===== config.mk =====
export PLATFORM = sky130hd
export DESIGN_NAME = ray_gen
export DESIGN_NICKNAME = d
export VERILOG_FILES = /design/src/rtl/ray_gen.sv
export SDC_FILE = /design/constraint.sdc
export NUM_CORES = 1
export LEC_CHECK = 0
export ABC_AREA = 1
export CAP_MARGIN = 20
export CORE_MARGIN = 8
export CORE_UTILIZATION = 58
export CTS_BUF_LIST = sky130_fd_sc_hd__clkbuf_8
export CTS_CLUSTER_DIAMETER = 50
export DETAILED_ROUTE_END_ITERATION = 10
export PLACE_DENSITY = 0.87
export SLEW_MARGIN = 40
export SYNTH_ARGS = -nofsm -noshare
export SYNTH_HDL_FRONTEND = slang
export SYNTH_SLANG_ARGS = --single-unit

===== constraint.sdc =====
create_clock -name clock -period 14.1 [get_ports clock]
set_input_delay 4.23 -clock clock [delete_from_list [all_inputs] [get_ports clock]]
set_output_delay 4.23 -clock clock [all_outputs]
set_load 0.01 [all_outputs]

===== src/rtl/ray_gen.sv =====
// Camera ray generator: scans an IMG_W x IMG_H grid in raster order and emits
// one primary ray (origin x,y,z then direction x,y,z) per pixel into the
// tracer input FIFO.
// Optional feature: define RAY_GEN_JITTER_EN to add LFSR sub-pixel jitter to
// direction x/y.
module ray_gen #(
  parameter int D_BITS = 32,
  parameter int Q_BITS = 10,
  parameter int IMG_W  = 64,
  parameter int IMG_H  = 64,
  localparam int XW    = $clog2(IMG_W),
  localparam int YW    = $clog2(IMG_H)
) (
  input  logic              clock,
  input  logic              reset,
  input  logic              start,
  input  logic [D_BITS-1:0] cam_origin [3],
  input  logic [D_BITS-1:0] pixel_step,
  input  logic [D_BITS-1:0] focal,
  input  logic              out_full,
  output logic              out_wr_en,
  output logic [D_BITS-1:0] ray_out [6],
  output logic [XW-1:0]     pixel_x,
  output logic [YW-1:0]     pixel_y,
  output logic              busy,
  output logic              done
);

  // Reject parameter sets the arithmetic cannot represent.
  if (Q_BITS < 0 || Q_BITS >= D_BITS) begin : g_bad_q_bits
    $error("ray_gen: Q_BITS must lie in [0, D_BITS)");
  end
  if (IMG_W < 2 || IMG_H < 2 || (IMG_W % 2) != 0 || (IMG_H % 2) != 0) begin : g_bad_img
    $error("ray_gen: IMG_W and IMG_H must be even and >= 2");
  end

  typedef enum logic [1:0] {
    IDLE = 2'd0,
    GEN  = 2'd1,
    DONE = 2'd2
  } state_t;

  state_t            state;
  state_t            state_next;
  logic              load_cfg;
  logic              last_pixel;
  logic [D_BITS-1:0] cfg_origin [3];
  logic [D_BITS-1:0] cfg_step;
  logic [D_BITS-1:0] cfg_focal;
  logic [D_BITS-1:0] off_x;
  logic [D_BITS-1:0] off_y;
  logic [D_BITS-1:0] jit_x;
  logic [D_BITS-1:0] jit_y;

  assign last_pixel = (pixel_x == XW'(IMG_W - 1)) && (pixel_y == YW'(IMG_H - 1));

  // State register; reset aborts any frame in flight.
  always_ff @(posedge clock or posedge reset) begin
    if (reset) begin
      state <= IDLE;
    end else begin
      state <= state_next;
    end
  end

  // Next-state and strobes; the write strobe follows out_full combinationally.
  always_comb begin
    state_next = state;
    out_wr_en  = 1'b0;
    busy       = 1'b0;
    done       = 1'b0;
    load_cfg   = 1'b0;
    case (state)
      IDLE: begin
        if (start) begin
          load_cfg   = 1'b1;
          state_next = GEN;
        end
      end
      GEN: begin
        busy      = 1'b1;
        out_wr_en = !out_full;
        if (!out_full && last_pixel) begin
          state_next = DONE;
        end
      end
      DONE: begin
        done       = 1'b1;
        state_next = IDLE;
      end
      default: state_next = IDLE;
    endcase
  end

  // Frame configuration is captured only at an accepted start.
  always_ff @(posedge clock or posedge reset) begin
    if (reset) begin
      cfg_origin[0] <= '0;
      cfg_origin[1] <= '0;
      cfg_origin[2] <= '0;
      cfg_step      <= '0;
      cfg_focal     <= '0;
    end else if (load_cfg) begin
      cfg_origin[0] <= cam_origin[0];
      cfg_origin[1] <= cam_origin[1];
      cfg_origin[2] <= cam_origin[2];
      cfg_step      <= pixel_step;
      cfg_focal     <= focal;
    end
  end

  // Raster counters advance on each write and hold at the final pixel.
  always_ff @(posedge clock or posedge reset) begin
    if (reset) begin
      pixel_x <= '0;
      pixel_y <= '0;
    end else if (load_cfg) begin
      pixel_x <= '0;
      pixel_y <= '0;
    end else if (out_wr_en && !last_pixel) begin
      if (pixel_x == XW'(IMG_W - 1)) begin
        pixel_x <= '0;
        pixel_y <= pixel_y + 1'b1;
      end else begin
        pixel_x <= pixel_x + 1'b1;
      end
    end
  end

`ifdef RAY_GEN_JITTER_EN
  logic [15:0] lfsr;

  // Galois LFSR, reseeded per frame so every frame sees the same jitter.
  always_ff @(posedge clock or posedge reset) begin
    if (reset) begin
      lfsr <= 16'hACE1;
    end else if (load_cfg) begin
      lfsr <= 16'hACE1;
    end else if (out_wr_en) begin
      lfsr <= lfsr[0] ? ((lfsr >> 1) ^ 16'hB400) : (lfsr >> 1);
    end
  end

  assign jit_x = {{(D_BITS-8){lfsr[7]}}, lfsr[7:0]};
  assign jit_y = {{(D_BITS-8){lfsr[15]}}, lfsr[15:8]};
`else
  assign jit_x = '0;
  assign jit_y = '0;
`endif

  // Centred pixel offsets; an integer offset times a Q value is already Q,
  // and the low D_BITS of the product are kept (silent wrap).
  assign off_x = D_BITS'(pixel_x) - D_BITS'(IMG_W / 2);
  assign off_y = D_BITS'(pixel_y) - D_BITS'(IMG_H / 2);

  // Ray words are a pure function of the latched config and the counters.
  always_comb begin
    ray_out[0] = cfg_origin[0];
    ray_out[1] = cfg_origin[1];
    ray_out[2] = cfg_origin[2];
    ray_out[3] = (off_x * cfg_step) + jit_x;
    ray_out[4] = (off_y * cfg_step) + jit_y;
    ray_out[5] = cfg_focal;
  end

endmodule


# Word-level counts from Yosys, hierarchy flattened
# Cells that the tools add are included.
[totals] ff_bits=174 input_bits=164 output_inout_bits=207 elab_cells=44
[op_classes] addsub=4 multipliers=2 eq_ne=6 mux=14 n_reduce_logical=10
[ops] op="7-bit by 32-bit multiplier with 32-bit output" n=2
[ops] op="6-bit 2-to-1 mux" n=6
[ops] op="6-bit by 6-bit subtractor with 7-bit output, second input constant" n=2
[ops] op="6-bit by 1-bit adder with 6-bit output, second input constant" n=2
[ops] op="6-bit equality test, second input constant" n=2
[ops] op="1-bit 2-to-1 mux" n=5
[ops] op="2-bit 2-to-1 mux" n=2
[ops] op="2-bit != test, second input constant" n=2
[ops] op="2-bit one-hot mux with 2 select lines" n=1
[ops] op="2-bit AND reduction" n=2
[ops] op="2-bit nonzero test" n=2
[ops] op="1-bit logical AND" n=3
[ops] op="2-bit by 1-bit equality test with 1-bit output, second input constant" n=1
[ops] op="2-bit equality test, second input constant" n=1
[ops] op="1-bit zero test" n=2
[ops] op="2-bit zero test" n=1

# Longest topological paths before layout
[logic_depth] word_depth=6 mapped_depth=25 mapped_depth_nobuf=22

# Worst setup path after synthesis
# Ideal clock, no wire load.
[synth_path] kind="in2out" start="input out_full" end="output out_wr_en" arrival_ns=4.564 required_ns=9.870 path_slack_ns=5.306 path_stages=1 path_buffers=0 path_cell_list="nor3_2"
[synth_between] elab_chain_len=2
[synth_rtl] element="from (decl)" line="20" source="input logic out_full,"
[synth_rtl] element="1-bit zero test" line="82" source="out_wr_en = !out_full;"
[synth_rtl] element="1-bit 2-to-1 mux" line="73" source="case (state)"
[synth_rtl] element="to (decl)" line="21" source="output logic out_wr_en,"
# Every way passes these cells.

==> results.ini <==
[critical_path]
path_max_fanout=26
cpMaxStageDelayCell=clkdlybuf4s50_1
critPathKind=flip-flop to output pin
worstRegToRegCells=6
path_common_cell=inv_1
startpoint_type=flip-flop
cp_data_required_time_ps=9870
cp.arrival_ps=5730
cp-end-kind=output pin
worstPathCellList=buf_4 -> nand2_1 -> inv_1 -> fa_1 -> inv_1 -> fa_1 -> inv_1 -> fa_1 -> inv_1 -> fa_1 -> inv_1 -> ha_1 -> a21oi_1 -> nand2_1 -> nand3_1 -> nand3_1 -> nand3_1 -> nand2_1 -> inv_1 -> nand2_1 -> nand2_1 -> clkdlybuf4s50_1
cpPeakStageDelay_ps=550

[floorplan]
fp.coreArea_mm2=0.0363
die_area_mm2=0.0428
die_h_um=207
row_count=70
initial_utilization_pct=58.3
dieWidth_um=207
ios=371

[placement]
post-place-cells=3714
io_buffer_count=370
dp_hpwl_um=51800
gp_congestion=0.906

[global_route]
grt_pass1_wl_um=103000
antenna_found_initial=4
gr-total-overflow=0
grt_usage_pct=30.6
grt_pass1_vias=20406
grt_max_degree=105

[synth]
netlist_area_mm2=0.0211
synthCells=2977
synth_seq_cells=174
ys_seq_area_share_pct=20.6
synthDistinctLibCells=40
synth_nets=3539
synth_area_per_cell_um2=7.10
yosys_warnings=0

[finish]
multi_input_comb_area_mm2=0.0135
final_common_cell=nand2_1
areaGrowthSynthToFinish_pct=20.5
register_area_mm2=0.00435
drive_above_1_share_pct=1.95
instances_no_fill=3749
fin_util_pct=70.2
final_cell_mix=1072 x nand2_1, 734 x inv_1, 370 x clkdlybuf4s50_1
fillers=2890
nNetsFinal=3827

[clock_tree]
htreeDepth=4
post_cts_resized=0
postCtsSetupBuffers=0
cts_buffer_depth=2
ctsHoldBuffers=0
clock_latency_ps=520
cts-root-buf=clkbuf_8
cts_sinks=174
path_clk_slew_ps=120
cts_tree=yes
cts_buffers=17

[sta]
slew_headroom_pct=48.3
period_share_pct=70.6
grt_setup_unrepaired=false
max_freq_mhz=100
setup_violations=0
finalMaxSlewViolations=0
worstMarginPinSlew_ps=775
hold_violations=0
setup_tns_ps=0
fin_crit_ps=9960
clock_skew_ps=42.0
hold_slack_ps=486

[detailed_routing]
totalWireLength_um=63300
drc=0
viasPerCell=5.23
first_iter_violations=1442
wl_per_cell_um=16.9
drtAntennaViolNets=0
vias=19604
drtPass1Iterations=5

[hold_path]
min_path_cells=2
hold_path.class=flip-flop to flip-flop

[status]
run_status=finished clean

[run]
cap_viol_max_count=0

==> through the flow <==
| stage | setup WS [ps] | area (um2) |
|---|---|---|
| 2_1_floorplan | 5150 | 21100 |
| 3_3_place_gp | 4230 | 25000 |
| 3_5_place_dp | 4210 | 25100 |
| 4_1_cts | 4130 | 25400 |
| 5_1_grt | 3790 | 25500 |
| 6_report | 4140 | 25500 |
==> logic make-up (layout without fill, tap and decap cells) <==
logic type	Yosys count	in the layout	share of synthesized area, %
adder cells (fa/ha/maj)	398	398	33.0
buffers and inverters	854	1155	15.5
flip-flops	174	174	20.6
AO/OA/AOI/OAI	134	134	3.37
XOR/XNOR	38	38	1.57
AND/OR/NAND/NOR	1379	1379	25.9
other	0	3	0
==> critical path: cells and delay by family (launching register included) <==
family | cells | cell delay, ps
simple gates | 8 | 900
fa+ha+maj | 5 | 2380
compound gates | 1 | 210
buf+inv | 8 | 1190
flops | 1 | 530
==> state kept, by name, summed over array words and instances (netlist names) <==
name       count
ray_out       96
cfg_focal     32
cfg_step      32
pixel_x        6
pixel_y        6
state          2
==> final timing paths <==
| path | startpoint | endpoint | slack (ps) |
|---|---|---|---|
| worst max-delay path | pixel_x[1]$_DFFE_PP0P_ | ray_out[95] | 4140 |
| worst min-delay path | ray_out[130]$_DFFE_PP0P_ | ray_out[130]$_DFFE_PP0P_ | 490 |
| worst max register to register | state[0]$_DFFE_PP0P_ | cfg_step[15]$_DFFE_PP0P_ | 10920 |
| worst min register to register | ray_out[130]$_DFFE_PP0P_ | ray_out[130]$_DFFE_PP0P_ | 490 |
| max in group asynchronous | reset | ray_out[118]$_DFFE_PP0P_ | 8650 |
| min in group asynchronous | reset | ray_out[106]$_DFFE_PP0P_ | 4210 |
==> per-layer routing <==
layer,vias to the layer above,share of wire (%),global-route usage [%]
li1,9143,-,-
met1,9419,36,34.0
met2,851,50,53.9
met3,185,9.0,8.66
met4,6,4.9,14.1
met5,-,0.074,0
==> cells in the mapped netlist (all sizes together) <==
master | instances | area share, %
o21bai | 11 | 0.39
nand3 | 82 | 2.0
clkinv | 1 | 0.041
clkbuf | 47 | 0.83
o21a | 1 | 0.036
ha | 132 | 7.8
xor2 | 32 | 1.3
dfrtp | 174 | 21
a21oi | 58 | 1.4
nor3b | 1 | 0.036
a21o | 4 | 0.14
fa | 266 | 25
o21ai | 59 | 1.4
nand4 | 28 | 0.83
and2 | 2 | 0.059
nand2 | 1078 | 19
xnor2 | 6 | 0.25
nor3 | 11 | 0.28
nor4 | 7 | 0.21
inv | 737 | 13
nor2 | 163 | 2.9
nand3b | 3 | 0.11
or2 | 4 | 0.12
buf | 69 | 1.6
a21boi | 1 | 0.036
==> final cells by class <==
class,instances,share of cell area (%)
Sequential cell,174,17.1
Clock buffer,17,0.919
Multi-Input combinational cell,1949,53.1
Timing Repair Buffer,385,15.0
Tap cell,468,2.30
Antenna cell,3,0.0295
Clock inverter,15,0.609
Inverter,738,10.9
Power is left out: the tool's default activity adds up to more than one toggle a clock period on the data nets, which glitch-free logic cannot reach.
==> RTL edit (same flow settings) <==
Build with the macro `RAY_GEN_JITTER_EN` defined.
--- a/src/rtl/ray_gen.sv
+++ b/src/rtl/ray_gen.sv
@@ -3,6 +3,8 @@
 // tracer input FIFO.
 // Optional feature: define RAY_GEN_JITTER_EN to add LFSR sub-pixel jitter to
 // direction x/y.
+`define RAY_GEN_JITTER_EN
+
 module ray_gen #(
   parameter int D_BITS = 32,
   parameter int Q_BITS = 10,
Behaviour: not the same (a bounded check fails within 4 cycles, from zero or initial values and one cycle with reset high).
==> RTL edit against the unedited design <==
Sequential share of layout area up 0.21 points; setup slack lost 290 ps; clock skew decreased by 15 ps; design area is 8.1% higher; non-clock buffer count increased by 3; first-iteration DRC count rose by 8.0%; die area grew 8.5%; synthesized area rose by 9.2%; sequential cell count increased by 16; routed wire length rose by 8.3%; synthesized cell count up 3.5%; highest routed layer is now met4.
Power is left out: the tool's default activity adds up to more than one toggle a clock period on the data nets, which glitch-free logic cannot reach.
==> RTL edit: results (changes against the unedited design) <==
* Outcome: finished clean (unchanged)
* Vias in the first global route at 20.9k (was 20.4k)
* Register area share after synthesis at 20.6% (about the same)
* First-pass GRT wire length at 111000 um (was 103000 um)
* Least-Margin Pin Slew at 830 ps (was 775 ps)
* Crit path largest cell delay at 760 ps (was 550 ps)
* Gr usage total at 29.9% (was 30.6%)
* Layout cells sized above 1 at 2.57% (was 1.95%)
* Initial antenna violation count at 2 (was 4)
* Worst Hold Slack at 488 ps (was 486 ps)
* Routability-driven placement congestion ratio at 0.950 (was 0.906)
* Post-synth cell types at 45 (was 40)
* Reg-to-reg critical path endpoint: ray_out[115]$_DFFE_PP0P_ (was cfg_step[15]$_DFFE_PP0P_)
* Fillers at 3071 (was 2890)
* Worst hold start: ray_out[128]$_DFFE_PP0P_ (was ray_out[130]$_DFFE_PP0P_)
* R2R Path Start: state[1]$_DFFE_PP0P_ (was state[0]$_DFFE_PP0P_)
* Clock slew at reported path FFs at 100 ps (was 120 ps)
* Ranking of synthesized cells by area: fa_1 (28%), dfrtp_1 (20%), nand2_1 (16%), inv_1 (13%), ha_1 (7.5%) (was fa_1 (25%), dfrtp_1 (21%), nand2_1 (19%), inv_1 (13%), ha_1 (7.8%))
* Dpl hpwl at 54800 um (was 51800 um)
* Skew final at 27.3 ps (was 42.0 ps)
* CP max-delay cell: dfrtp_1 (was clkdlybuf4s50_1)
* Min-Delay Endpoint: ray_out[128]$_DFFE_PP0P_ (was ray_out[130]$_DFFE_PP0P_)
* Gate Count Post-Synth at 3081 (was 2977)
* Placed Area at 27100 um2 (was 25100 um2)
* Crit Path Max Fanout at 19 (was 26)
* 1st-pass router iterations at 6 (was 5)
* Initial drt markers at 1557 (was 1442)
## RTL edit: cell count changes after synthesis, sizes merged, moves of 9 or more
cell,change
a21oi,+14
buf,-13
clkbuf,+17
fa,+60
inv,+74
nand2,-92
nand3,-19
nand4,-9
o21ai,+17
o22ai,+10
xor2,+14
## RTL edit: metal layers
metal	vias up	part of all wire [%]	GRT usage [%]
met2	994	49	51.4
met1	9664	36	34.3
met4	0	5.4	14.3
li1	9408	-	-
met3	203	9.8	8.03
met5	-	0	0
## RTL edit: cell families after synthesis
| group | Yosys count | share of synthesized area, % |
|---|---|---|
| and+or+nand+nor | 1248 | 21.3 |
| xor gates and xnor gates | 60 | 2.28 |
| AOI/OAI and AO/OA | 187 | 4.55 |
| adders and majority gates | 464 | 35.8 |
| buffers and inverters | 932 | 15.4 |
| DFF | 190 | 20.6 |
## RTL edit: cell type report
class | count | area [um2] | share of cell area, %
Multi-Input combinational cell | 1959 | 14800 | 53.7
Sequential cell | 190 | 4760 | 17.3
Timing Repair Buffer | 388 | 3860 | 14.0
Inverter | 812 | 3060 | 11.1
Tap cell | 525 | 657 | 2.39
Clock buffer | 17 | 234 | 0.850
Clock inverter | 15 | 171 | 0.623
Antenna cell | 2 | 5.00 | 0.0182
## RTL edit: worst register-to-register path, cell delays in order (launching register included)
cell,delay [ps]
dfrtp_1,460
inv_1,150
nand3_4,630
inv_6,850
buf_6,640
nand2_1,250
nand2_1,90
## RTL edit: how the worst max path moves through the flow
stage,from,endpoint,slack [ps]
floorplan,reset,cfg_focal[0]$_DFFE_PP0P_,4710
global placement,out_full,out_wr_en,4430
detailed placement,out_full,out_wr_en,4420
CTS,pixel_y[1]$_DFFE_PP0P_,ray_out[63],3870
global route,pixel_y[1]$_DFFE_PP0P_,ray_out[63],3520
finish,pixel_y[1]$_DFFE_PP0P_,ray_out[63],3850
## RTL edit: metrics by stage
step | setup slack, ps | utilization (%)
finish | 3850 | 69.6
global route | 3520 | 69.6
floorplan | 4710 | -
global placement | 4430 | 68.5
CTS | 3870 | 69.5
detailed placement | 4420 | 68.5
